### config.mk
export PLATFORM = sky130hd
export DESIGN_NAME = sprite_fetch
export DESIGN_NICKNAME = d
export VERILOG_FILES = /design/src/rtl/sprite_fetch.sv
export SDC_FILE = /design/constraint.sdc
export NUM_CORES = 1
export LEC_CHECK = 0
export CORE_ASPECT_RATIO = 0.5
export CORE_MARGIN = 1
export CORE_UTILIZATION = 50
export CTS_CLUSTER_DIAMETER = 100
export DETAILED_ROUTE_END_ITERATION = 8
export PLACE_DENSITY = 0.87
export SYNTH_ARGS = -nofsm -noshare
export SYNTH_HDL_FRONTEND = slang
export SYNTH_SLANG_ARGS = --single-unit
### constraint.sdc
create_clock -name clk -period 6.8 [get_ports clk]
set_input_delay 1.02 -clock clk [delete_from_list [all_inputs] [get_ports clk]]
set_output_delay 1.02 -clock clk [all_outputs]
set_load 0.005 [all_outputs]
### src/rtl/sprite_fetch.sv
// sprite_fetch: overlays a PIC_H x PIC_V sprite, read from a synchronous image
// ROM (1-cycle read latency), onto a flat background colour.
// - The sprite position is latched once per frame, at the last visible pixel.
// - Syncs and valid are delayed one clock so they stay aligned with pixel data.
// Optional build macro FETCH_CHECK_EN: enables the sticky fetch-sequencing
// error flag on err. Without the macro, err is tied low.
module sprite_fetch #(
  parameter int          H_SIZE   = 640,
  parameter int          V_SIZE   = 480,
  parameter int          PIC_H    = 100,
  parameter int          PIC_V    = 100,
  parameter logic [23:0] BG_COLOR = 24'hFFEEDD,
  localparam int         HW       = $clog2(H_SIZE),
  localparam int         VW       = $clog2(V_SIZE),
  localparam int         PIC_SIZE = PIC_H * PIC_V,
  localparam int         AW       = $clog2(PIC_SIZE)
) (
  input  logic          clk,
  input  logic          rst,
  input  logic [HW-1:0] h_addr,
  input  logic [VW-1:0] v_addr,
  input  logic          valid,
  input  logic          hsync_in,
  input  logic          vsync_in,
  input  logic [HW-1:0] pos_x,
  input  logic [VW-1:0] pos_y,
  output logic          rom_en,
  output logic [AW-1:0] rom_addr,
  input  logic [23:0]   rom_data,
  output logic [23:0]   pix_data,
  output logic          hsync_out,
  output logic          vsync_out,
  output logic          valid_out,
  output logic          frame_done,
  output logic          err
);

  // Fetch sequencing states.
  //   WAIT_FRAME : after reset; no reads until the first frame boundary
  //   SCAN       : sprite window active, reading ROM words in raster order
  //   DONE       : all PIC_SIZE words read this frame; reads suppressed
  typedef enum logic [1:0] {
    WAIT_FRAME = 2'd0,
    SCAN       = 2'd1,
    DONE       = 2'd2
  } state_t;

  // Widened by one bit so cur+PIC never overflows and the clamp compares cleanly.
  localparam logic [HW:0]   X_MAX     = (HW+1)'(H_SIZE - PIC_H);
  localparam logic [VW:0]   Y_MAX     = (VW+1)'(V_SIZE - PIC_V);
  localparam logic [HW:0]   PIC_H_W   = (HW+1)'(PIC_H);
  localparam logic [VW:0]   PIC_V_W   = (VW+1)'(PIC_V);
  localparam logic [HW-1:0] X_LAST    = HW'(H_SIZE - 1);
  localparam logic [VW-1:0] Y_LAST    = VW'(V_SIZE - 1);
  localparam logic [AW-1:0] ADDR_LAST = AW'(PIC_SIZE - 1);
  localparam logic [HW-1:0] X_RST     = HW'((H_SIZE - PIC_H) / 2);
  localparam logic [VW-1:0] Y_RST     = VW'((V_SIZE - PIC_V) / 2);

  state_t          state_q, state_d;
  logic [AW-1:0]   addr_q, addr_d;
  logic [HW-1:0]   cur_x_q, cur_x_d;
  logic [VW-1:0]   cur_y_q, cur_y_d;
  logic            hsync_q, vsync_q, valid_q, sel_q, frame_done_q;

  logic            frame_end;
  logic            in_win;
  logic            fetch;
  logic [HW:0]     h_ext, cx_ext, px_ext;
  logic [VW:0]     v_ext, cy_ext, py_ext;

  assign h_ext  = {1'b0, h_addr};
  assign v_ext  = {1'b0, v_addr};
  assign cx_ext = {1'b0, cur_x_q};
  assign cy_ext = {1'b0, cur_y_q};
  assign px_ext = {1'b0, pos_x};
  assign py_ext = {1'b0, pos_y};

  assign frame_end = valid && (h_addr == X_LAST) && (v_addr == Y_LAST);

  assign in_win = valid
               && (h_ext >= cx_ext) && (h_ext < cx_ext + PIC_H_W)
               && (v_ext >= cy_ext) && (v_ext < cy_ext + PIC_V_W);

  assign fetch    = in_win && (state_q == SCAN);
  assign rom_en   = fetch;
  assign rom_addr = addr_q;

  // Next sprite position: clamped so the whole sprite always fits on screen.
  always_comb begin
    cur_x_d = cur_x_q;
    cur_y_d = cur_y_q;
    if (frame_end) begin
      cur_x_d = (px_ext > X_MAX) ? X_MAX[HW-1:0] : pos_x;
      cur_y_d = (py_ext > Y_MAX) ? Y_MAX[VW-1:0] : pos_y;
    end
  end

  // Fetch FSM next-state and address counter; frame_end overrides everything.
  always_comb begin
    state_d = state_q;
    addr_d  = addr_q;
    unique case (state_q)
      WAIT_FRAME: ;
      SCAN: begin
        if (fetch) begin
          if (addr_q == ADDR_LAST) begin
            state_d = DONE;
            addr_d  = '0;
          end else begin
            addr_d = addr_q + 1'b1;
          end
        end
      end
      DONE: ;
      default: state_d = WAIT_FRAME;
    endcase
    // A new frame always restarts the fetch, even if the previous one was cut short.
    if (frame_end) begin
      state_d = SCAN;
      addr_d  = '0;
    end
  end

  // FSM state, address counter and latched sprite position.
  always_ff @(posedge clk or posedge rst) begin
    if (rst) begin
      state_q <= WAIT_FRAME;
      addr_q  <= '0;
      cur_x_q <= X_RST;
      cur_y_q <= Y_RST;
    end else begin
      state_q <= state_d;
      addr_q  <= addr_d;
      cur_x_q <= cur_x_d;
      cur_y_q <= cur_y_d;
    end
  end

  // One-clock output pipeline matching the ROM read latency.
  always_ff @(posedge clk or posedge rst) begin
    if (rst) begin
      hsync_q      <= 1'b1;
      vsync_q      <= 1'b1;
      valid_q      <= 1'b0;
      sel_q        <= 1'b0;
      frame_done_q <= 1'b0;
    end else begin
      hsync_q      <= hsync_in;
      vsync_q      <= vsync_in;
      valid_q      <= valid;
      sel_q        <= fetch;
      frame_done_q <= frame_end;
    end
  end

  assign hsync_out  = hsync_q;
  assign vsync_out  = vsync_q;
  assign valid_out  = valid_q;
  assign frame_done = frame_done_q;

  // ROM word is only on the bus the cycle after its read, so select on sel_q.
  always_comb begin
    pix_data = 24'h000000;
    if (valid_q) begin
      pix_data = sel_q ? rom_data : BG_COLOR;
    end
  end

`ifdef FETCH_CHECK_EN
  logic err_q;

  // Sticky error: frame ended mid-fetch, or the window was reached after all reads.
  always_ff @(posedge clk or posedge rst) begin
    if (rst) begin
      err_q <= 1'b0;
    end else if ((frame_end && state_q == SCAN) || (in_win && state_q == DONE)) begin
      err_q <= 1'b1;
    end
  end

  assign err = err_q;
`else
  assign err = 1'b0;
`endif

endmodule
# --- Word-level counts from Yosys, hierarchy flattened ---
# Cells that the tools add are included.
totals:
  regBits: 40
  in_bits: 67
  output_inout_bits: 44
  elab_cells: 51
classes:
  n_addsub: 3
  magnitude_cmp: 6
  n_eq_ne: 8
  mux: 12
  reduce_logical: 13
ops:
  columns: ["operator", "count"]
  rows:
  - ["$mux 14", 4]
  - ["$mux 24", 2]
  - ["$add 14x1->14 const B", 1]
  - ["$eq 14x14->1 const B", 1]
  - ["$add 10x7->11 const B", 1]
  - ["$lt 10x11->1", 1]
  - ["$add 9x7->10 const B", 1]
  - ["$eq 10x10->1 const B", 1]
  - ["$ge 10x10->1", 1]
  - ["$gt 10x10->1 const B", 1]
  - ["$lt 9x10->1", 1]
  - ["$mux 10", 1]
  - ["$eq 9x9->1 const B", 1]
  - ["$ge 9x9->1", 1]
  - ["$gt 9x9->1 const B", 1]
  - ["$mux 9", 1]
  - ["$logic_and 1x1->1", 7]
  - ["$mux 2", 3]
  - ["$pmux 2 s2", 1]
  - ["$reduce_bool 2->1", 2]
  - ["$ne 3x2->1 const B", 1]
  - ["$ne 3x3->1 const B", 1]
  - ["$reduce_and 3->1", 1]
  - ["$eq 2x1->1 const B", 1]
  - ["5 further kinds", 5]

# --- Logic depth before layout (Yosys ltp) ---
# Gate-level depths: netlist (run 1).
logic_depth:
  depth_word: 9
  mapped_depth: 13
  mapped_depth_nobuf: 11

# --- Least setup slack after synthesis (run 1) ---
# Ideal clock, no wire load.
synth_timing:
  path_kind: "reg-to-output"
  from: "register cur_y_q[4]"
  to: "output rom_en"
  t_arrival_ns: 2.748
  t_required_ns: 5.780
  path_slack_ns: 3.032
  path_stages_with_launch: 13
  n_path_buf: 2
  path_cell_list: "dfstp_2 -> and3_1 -> or3_2 -> xnor2_1 -> ha_1 -> a22o_1 -> nor4_2 -> o221ai_1 -> a221oi_2 -> nand4b_2 -> buf_6 -> buf_2 -> inv_1"
synth_between:
  elab_chain_len: 4
  elab_cells_between_ends: 6
  classes_between: "add/sub (1); order compare (2); reduce/logical (3)"
synth_lines:
  columns: ["item", "line", "rtl"]
  rows:
  - ["start, declared", "62", "logic [VW-1:0] cur_y_q, cur_y_d;"]
  - ["start signal, assigned", "135", "cur_y_q <= cur_y_d;"]
  - ["$add 9x7->10 / $ge 9x9->1 (equally long branches)", "82", "&& (v_ext >= cy_ext) && (v_ext < cy_ext + PIC_V_W);"]
  - ["$lt 9x10->1 / $logic_and 1x1->1 (equally long branches)", "82", null]
  - ["$logic_and 1x1->1 (*)", "82", null]
  - ["$logic_and 1x1->1 (*)", "84", "assign fetch = in_win && (state_q == SCAN);"]
  - ["end, declared", "27", "output logic rom_en,"]
# Every way passes the cells marked *; elsewhere a longest branch is shown, timed or not.

# --- Worst setup path in the final report (run 1) ---
layout_timing:
  from: "input v_addr[7]"
  to: "output rom_en"
layout_between:
  elab_chain_len: 4
  elab_cells_between_ends: 5
  classes_between: "order compare (2); reduce/logical (3)"
layout_lines:
  columns: ["item", "line", "rtl"]
  rows:
  - ["start, declared", "21", "input logic [VW-1:0] v_addr,"]
  - ["$ge 9x9->1", "82", null]
  - ["$logic_and 1x1->1", "82", null]
  - ["$logic_and 1x1->1 (*)", "82", null]
  - ["$logic_and 1x1->1 (*)", "84", null]
# Marked as above.

==> results.toml, run 1 <==
[timing]
rsz0062_at_grt = "no"
hold_viol = 0
period_needed_ns = 5.10
drv_slew = 0
max-slew-margin-rel_pct = 36.6
finClkSkew_ns = 0.00608
worstMarginPinSlew_ns = 0.950
clock.fmax_mhz = 196
setup_slack_ns = 1.70
finalSetupViolations = 0
fin_crit_sh_pct = 74.9
hold-worst-slack_ns = 0.490
setup-tns-final_ns = 0

[floorplanning]
ios = 111
initial_core_util_pct = 52.0
die-width_um = 115
num_rows = 20
die_area_um2 = 6700
core_area_um2 = 6110
die_h_um = 58.4

[routing]
drt_pass1_iterations = 4
wl_per_cell_um = 15.2
drtIter0Drc = 130
num_vias = 3183
viasPerCell = 5.62
wl_um = 8580
postRouteAntennaNets = 0
drc = 0

[synthesis]
synth_common_cells = "inv_1 (49), ha_1 (37), a21oi_1 (29)"
synth_top_area_cell = "dfrtp_1"
syn_avg_cell_area_um2 = 8.47
synth_edf_count = 0
synth-seq-cells = 40
synthArstFlopShare_pct = 100
synth.distinct_cells = 48
synth_area_leaders = "dfrtp_1 (22%), ha_1 (15%), dfstp_2 (9.9%), inv_1 (5.8%), a21boi_0 (4.7%)"
ys.flop_type = "dfrtp_1"
synth_area_um2 = 3180
netlist.area_leader.share_pct = 22.0
yosysSeqAreaShare_pct = 32.0
yosysMostFrequentCell = "inv_1"
synthCells = 375
synthesis.nets = 479
ys_warn_count = 0

[setup_path]
rr_startpoint = "cur_y_q[4]"
crit_path_end_kind = "primary output"
worstRegToRegCells = 11
cp_max_fo = 24
critPathSlowestCell = "nand4b_2"
r2r-end = "rom_addr[10]"
cpPeakStageDelay_ns = 0.54
crit_top_cell = "clkdlybuf4s50_1"
crit_family = "buffers and inverters"
cp.required_ns = 5.78
path_class = "in -> out"
critPathBufInv = 3
path_depth = 9
critical_path_arrival_ns = 4.08
crit_start = "v_addr[7]"
cp-endpoint = "rom_en"
r2r_setup_slack_ns = 2.88
critical_path.cell_chain = "clkdlybuf4s50_1, ha_1, a22o_1, nor4_2, o221ai_1, a221oi_2, nand4b_2, inv_1, clkdlybuf4s50_1"
cp-start-kind = "primary input"

[layout]
num-fill-cells = 458
diodes = 0
regArea_um2 = 1020
final_cell_area_um2 = 4510
area_delta_synth_final_pct = 41.8
drive_gt1_share_pct = 5.02
multi_input_area_um2 = 1910
fin_nets = 582

[place]
pre_cts_ws_ns = 1.77
io_buffers = 109
dpl.hpwl_um = 6470
gp_congestion = 0.924
placed_area_um2 = 4320

[clocking]
cts_tree = "yes"
root_buffer = "clkbuf_16"
insertion_delay_ns = 0.28
cts_sinks = 40
cts.path.max_buffers = 2
cts_resized = 0
cts_post_setup_buffers_inserted = 0
ctsHoldBuffers = 0
clk_pin_slew_ns = 0.06
cts_inserted_buffers = 5
ctsHtreeMaxLevel = 2

[pwr]
vdd_drop_max_mv = 0.135
power_density_nw_per_um2 = 141
p_leak_nw = 2.06
total_power_mw = 0.634

[grt]
grt_pass1_vias = 2850
antenna_found_initial = 0
grt_util_all_layers_pct = 25.6
grt_pass1_wl_um = 13400
grt_max_degree = 41
grt_overflow = 0

[hold_path]
hp-class = "reg -> reg"

[outcome]
outcome = "complete, no violations"

[flow_run]
maxCapViolCount = 0
## area by class of cell
type	instances	area share, %
clock buffer	5	2.78
clock inverter	2	1.33
inverter	49	4.08
multi-input combinational	272	42.4
sequential	40	22.5
tap	88	2.44
timing repair buffer	110	24.4
## layer usage
metal  part of all wire [%]  global-route usage (%)  vias up
met1                     46                    34.7     1530
met5                      0                       0        -
met4                   0.86                    4.82        0
met2                     46                    44.1       96
met3                    6.7                    4.63        9
li1                       -                       -     1548
## worst register-to-register path: stages, from the launching register on
cell	delay, ns
dfstp_2	0.39
and3_1	0.20
or3_2	0.46
xnor2_1	0.15
ha_1	0.31
a22o_1	0.23
nor4_2	0.15
o221ai_1	0.20
a221oi_2	0.37
nand4b_2	0.54
or4_1	0.67
a21oi_1	0.16
## power by group
group	internal [mW]	switching, mW	leakage [nW]
combinational	0.0587	0.0335	1.50
sequential	0.240	0.00164	0.473
clock	0.208	0.0923	0.0899
## how the worst min path moves through the flow
| stage | from | to | slack, ns | cells after the start |
|---|---|---|---|---|
| floorplan | cur_y_q[0] | cur_y_q[0] | 0.44 | 2 |
| global placement | cur_y_q[0] | cur_y_q[0] | 0.46 | 2 |
| detailed placement | cur_y_q[0] | cur_y_q[0] | 0.47 | 2 |
| CTS | cur_y_q[0] | cur_y_q[0] | 0.49 | 2 |
| global route | cur_y_q[0] | cur_y_q[0] | 0.52 | 2 |
| finish | cur_y_q[0] | cur_y_q[0] | 0.49 | 2 |
## per-stage QoR
step                util, %  cells
finish                 73.8    566
global route           73.8    566
CTS                    73.8    566
detailed placement     70.8    559
global placement       70.8    559
floorplan                 -    375
## cells by family after synthesis
kind of cell,Yosys count,share of synthesized area (%)
xor+xnor,11,3.03
flops,40,32.0
other cells,1,0.118
compound gates,110,22.0
simple gates,113,20.4
fa+ha+maj,37,14.6
buf+inv,63,7.87
## sequential cells by signal, summed over array words and instances, names as in the netlist
signal      cells
sel_q           1
state_q         2
frame_done      1
rom_addr       14
vsync_out       1
cur_x_q        10
cur_y_q         9
valid_out       1
hsync_out       1
## cells in the final DEF, fill, tap and decap left out, types with 3 or more instances in the layout
cell,count
xnor2_1,11
a211o_1,3
nand3b_1,7
nand4_1,8
nand2_1,20
a31oi_1,3
nor3_1,5
a21o_1,5
and3_1,6
dfstp_2,12
or4_1,7
clkdlybuf4s50_1,109
dfrtp_1,28
a21boi_0,20
nand2b_1,7
nand4b_1,6
nor4_1,3
nor2_1,17
nand3_1,15
and2_1,3
a21oi_1,29
ha_1,37
clkbuf_16,5
o21ai_0,21
inv_1,49
o21a_1,6
o21ai_1,8
(Power assumes the default switching activity.)
==> run 2, diff against run 1 <==
CORE_UTILIZATION = 42   (was 50)
PLACE_DENSITY = 0.78   (was 0.87)
clock period = 4.3 ns   (was 6.8 ns; I/O delays follow)
==> run 2 against run 1 <==
Effect of this change: via count shrank 0.35%; sequential power rose by 59%; the run now ends with DRC left; register-to-register slack got worse by 2.1 ns; die area up 19%; sequential share of layout area about the same; largest power group is now sequential cells; power up 44%; final area hardly changed; sequential cell count unchanged.
==> results.toml, run 2 (synthesis results as in run 1) <==
[pwr]
comb_power_share_pct = 16.1
vdd_drop_max_mv = 0.152
p_sw_mw = 0.207
pwr-share-seq_pct = 42.0
p_leak_nw = 2.06
power_density_nw_per_um2 = 202
intPower_mw = 0.703
swShare_pct = 22.8
p_clk_share_pct = 42.0

[clocking]
cts_tree = "yes"
cts_inserted_buffers = 5
ctsHtreeMaxLevel = 2
cts_sinks = 40
cts_post_setup_buffers_inserted = 0
cts.path.max_buffers = 2
clk_pin_slew_ns = 0.06
insertion_delay_ns = 0.28
root_buffer = "clkbuf_16"
cts_resized = 0
ctsHoldBuffers = 0

[setup_path]
cp-endpoint = "rom_en"
crit_start = "cur_y_q[4]"
cp.required_ns = 3.65
worstRegToRegCells = 12
path_class = "reg -> out"
cp-start-kind = "flop"
cp_max_fo = 4
r2r-end = "rom_addr[5]"
crit_path_end_kind = "primary output"
r2r_setup_slack_ns = 0.76
critical_path_arrival_ns = 3.52
rr_startpoint = "cur_y_q[4]"

[outcome]
outcome = "finished, violations left"
violations = "DRC"

[grt]
grt_max_degree = 28
grt_pass1_wl_um = 14100
grt_util_all_layers_pct = 22.4
grt_overflow = 0
grt_pass1_vias = 2898
antenna_found_initial = 0

[floorplanning]
ios = 111
die_area_um2 = 7940
core_area_um2 = 6990
num_rows = 21
initial_core_util_pct = 45.5
die-width_um = 125
die_h_um = 63.5

[layout]
final_cell_area_um2 = 4510
diodes = 0
fin_nets = 586
final_cell_mix = "clkdlybuf4s50_1 (109), inv_1 (49), ha_1 (37)"
area_delta_synth_final_pct = 41.9
final_common_cell = "clkdlybuf4s50_1"
num-fill-cells = 601
drive_gt1_share_pct = 6.00
largest_reg_flops = 14

[timing]
setup_slack_ns = 0.140
drv_slew = 0
clock.fmax_mhz = 240
finClkSkew_ns = 0.00457
period_needed_ns = 4.16
max-slew-margin-rel_pct = 31.1
fin_crit_sh_pct = 96.8
finalSetupViolations = 0
worstMarginPinSlew_ns = 1.03
setup-tns-final_ns = 0
rsz0062_at_grt = "no"
hold_viol = 0

[routing]
wl_per_cell_um = 15.1
drtIter0Drc = 137
num_vias = 3172
viasPerCell = 5.52
wl_um = 8670
drt_pass1_iterations = 6
drc = 22
postRouteAntennaNets = 0

[place]
io_buffers = 109
gp_congestion = 0.881
dpl.hpwl_um = 6820
placed_area_um2 = 4360
pre_cts_ws_ns = 0.489

[hold_path]
hp-class = "reg -> reg"

[flow_run]
maxCapViolCount = 0
[run 2: changes by cell type in the layout (fill, tap and decap cells not counted), sizes merged]
cell,change
clkinvlp,+2
bufinv,-2
buf,+4
clkbuf,+1
[run 2: final cells by class]
type,instances,area (µm²),area share (%)
inverters,49,184,4.08
multi-input cells,272,1910,42.4
well taps,92,115,2.55
clock buffers,6,139,3.08
repair buffers,114,1130,25.0
clock inverters,2,15.0,0.333
flip-flops and latches,40,1020,22.5
[run 2: worst min-delay path by stage]
stage	start	to	slack (ns)	depth (start not counted)
floorplan	cur_y_q[0]	cur_y_q[0]	0.44	2
global placement	cur_y_q[0]	cur_y_q[0]	0.46	2
detailed placement	cur_y_q[0]	cur_y_q[0]	0.46	2
CTS	cur_y_q[0]	cur_y_q[0]	0.48	2
global route	cur_y_q[0]	cur_y_q[0]	0.50	2
finish	cur_y_q[0]	cur_y_q[0]	0.47	2
[run 2: critical path, cell delays in order, from the launching register on]
cell and delay [ns]:
dfstp_2 0.39, and3_1 0.21, or3_2 0.45, xnor2_1 0.15, ha_1 0.29, a22o_1 0.22, nor4_2 0.14, o221ai_1 0.17
a221oi_2 0.41, nand4b_2 0.16, inv_1 0.14, clkdlybuf4s50_1 0.51
[run 2: layer usage]
layer  part of all wire (%)  GRT usage, %
met3                    7.0          4.42
met2                     44          36.2
met5                      0             0
met4                    1.4          6.86
met1                     47          30.3
[run 2: power by group through the flow]
stage          sequential, mW  clock (mW)  combinational [mW]
2_1_floorplan           0.387           0              0.0449
3_3_place_gp            0.388           0               0.143
3_5_place_dp            0.388           0               0.146
4_1_cts                 0.382       0.388               0.147
5_1_grt                 0.382       0.409               0.160
6_report                0.382       0.382               0.146
[run 2: per-stage QoR]
stage	power, mW	utilization (%)	hold WS [ns]	instances
after floorplan	0.431	-	0.443	375
after global placement	0.532	62.3	0.460	567
after detailed placement	0.534	62.3	0.465	567
after CTS	0.917	64.5	0.478	575
final	0.910	64.5	0.474	575
after global routing	0.951	64.5	0.498	575
==> run 3, diff against run 2 <==
CORE_MARGIN = not set   (was 1)
==> results of run 3 <==
Final layout, timing and power as in run 2 (identical DEF).
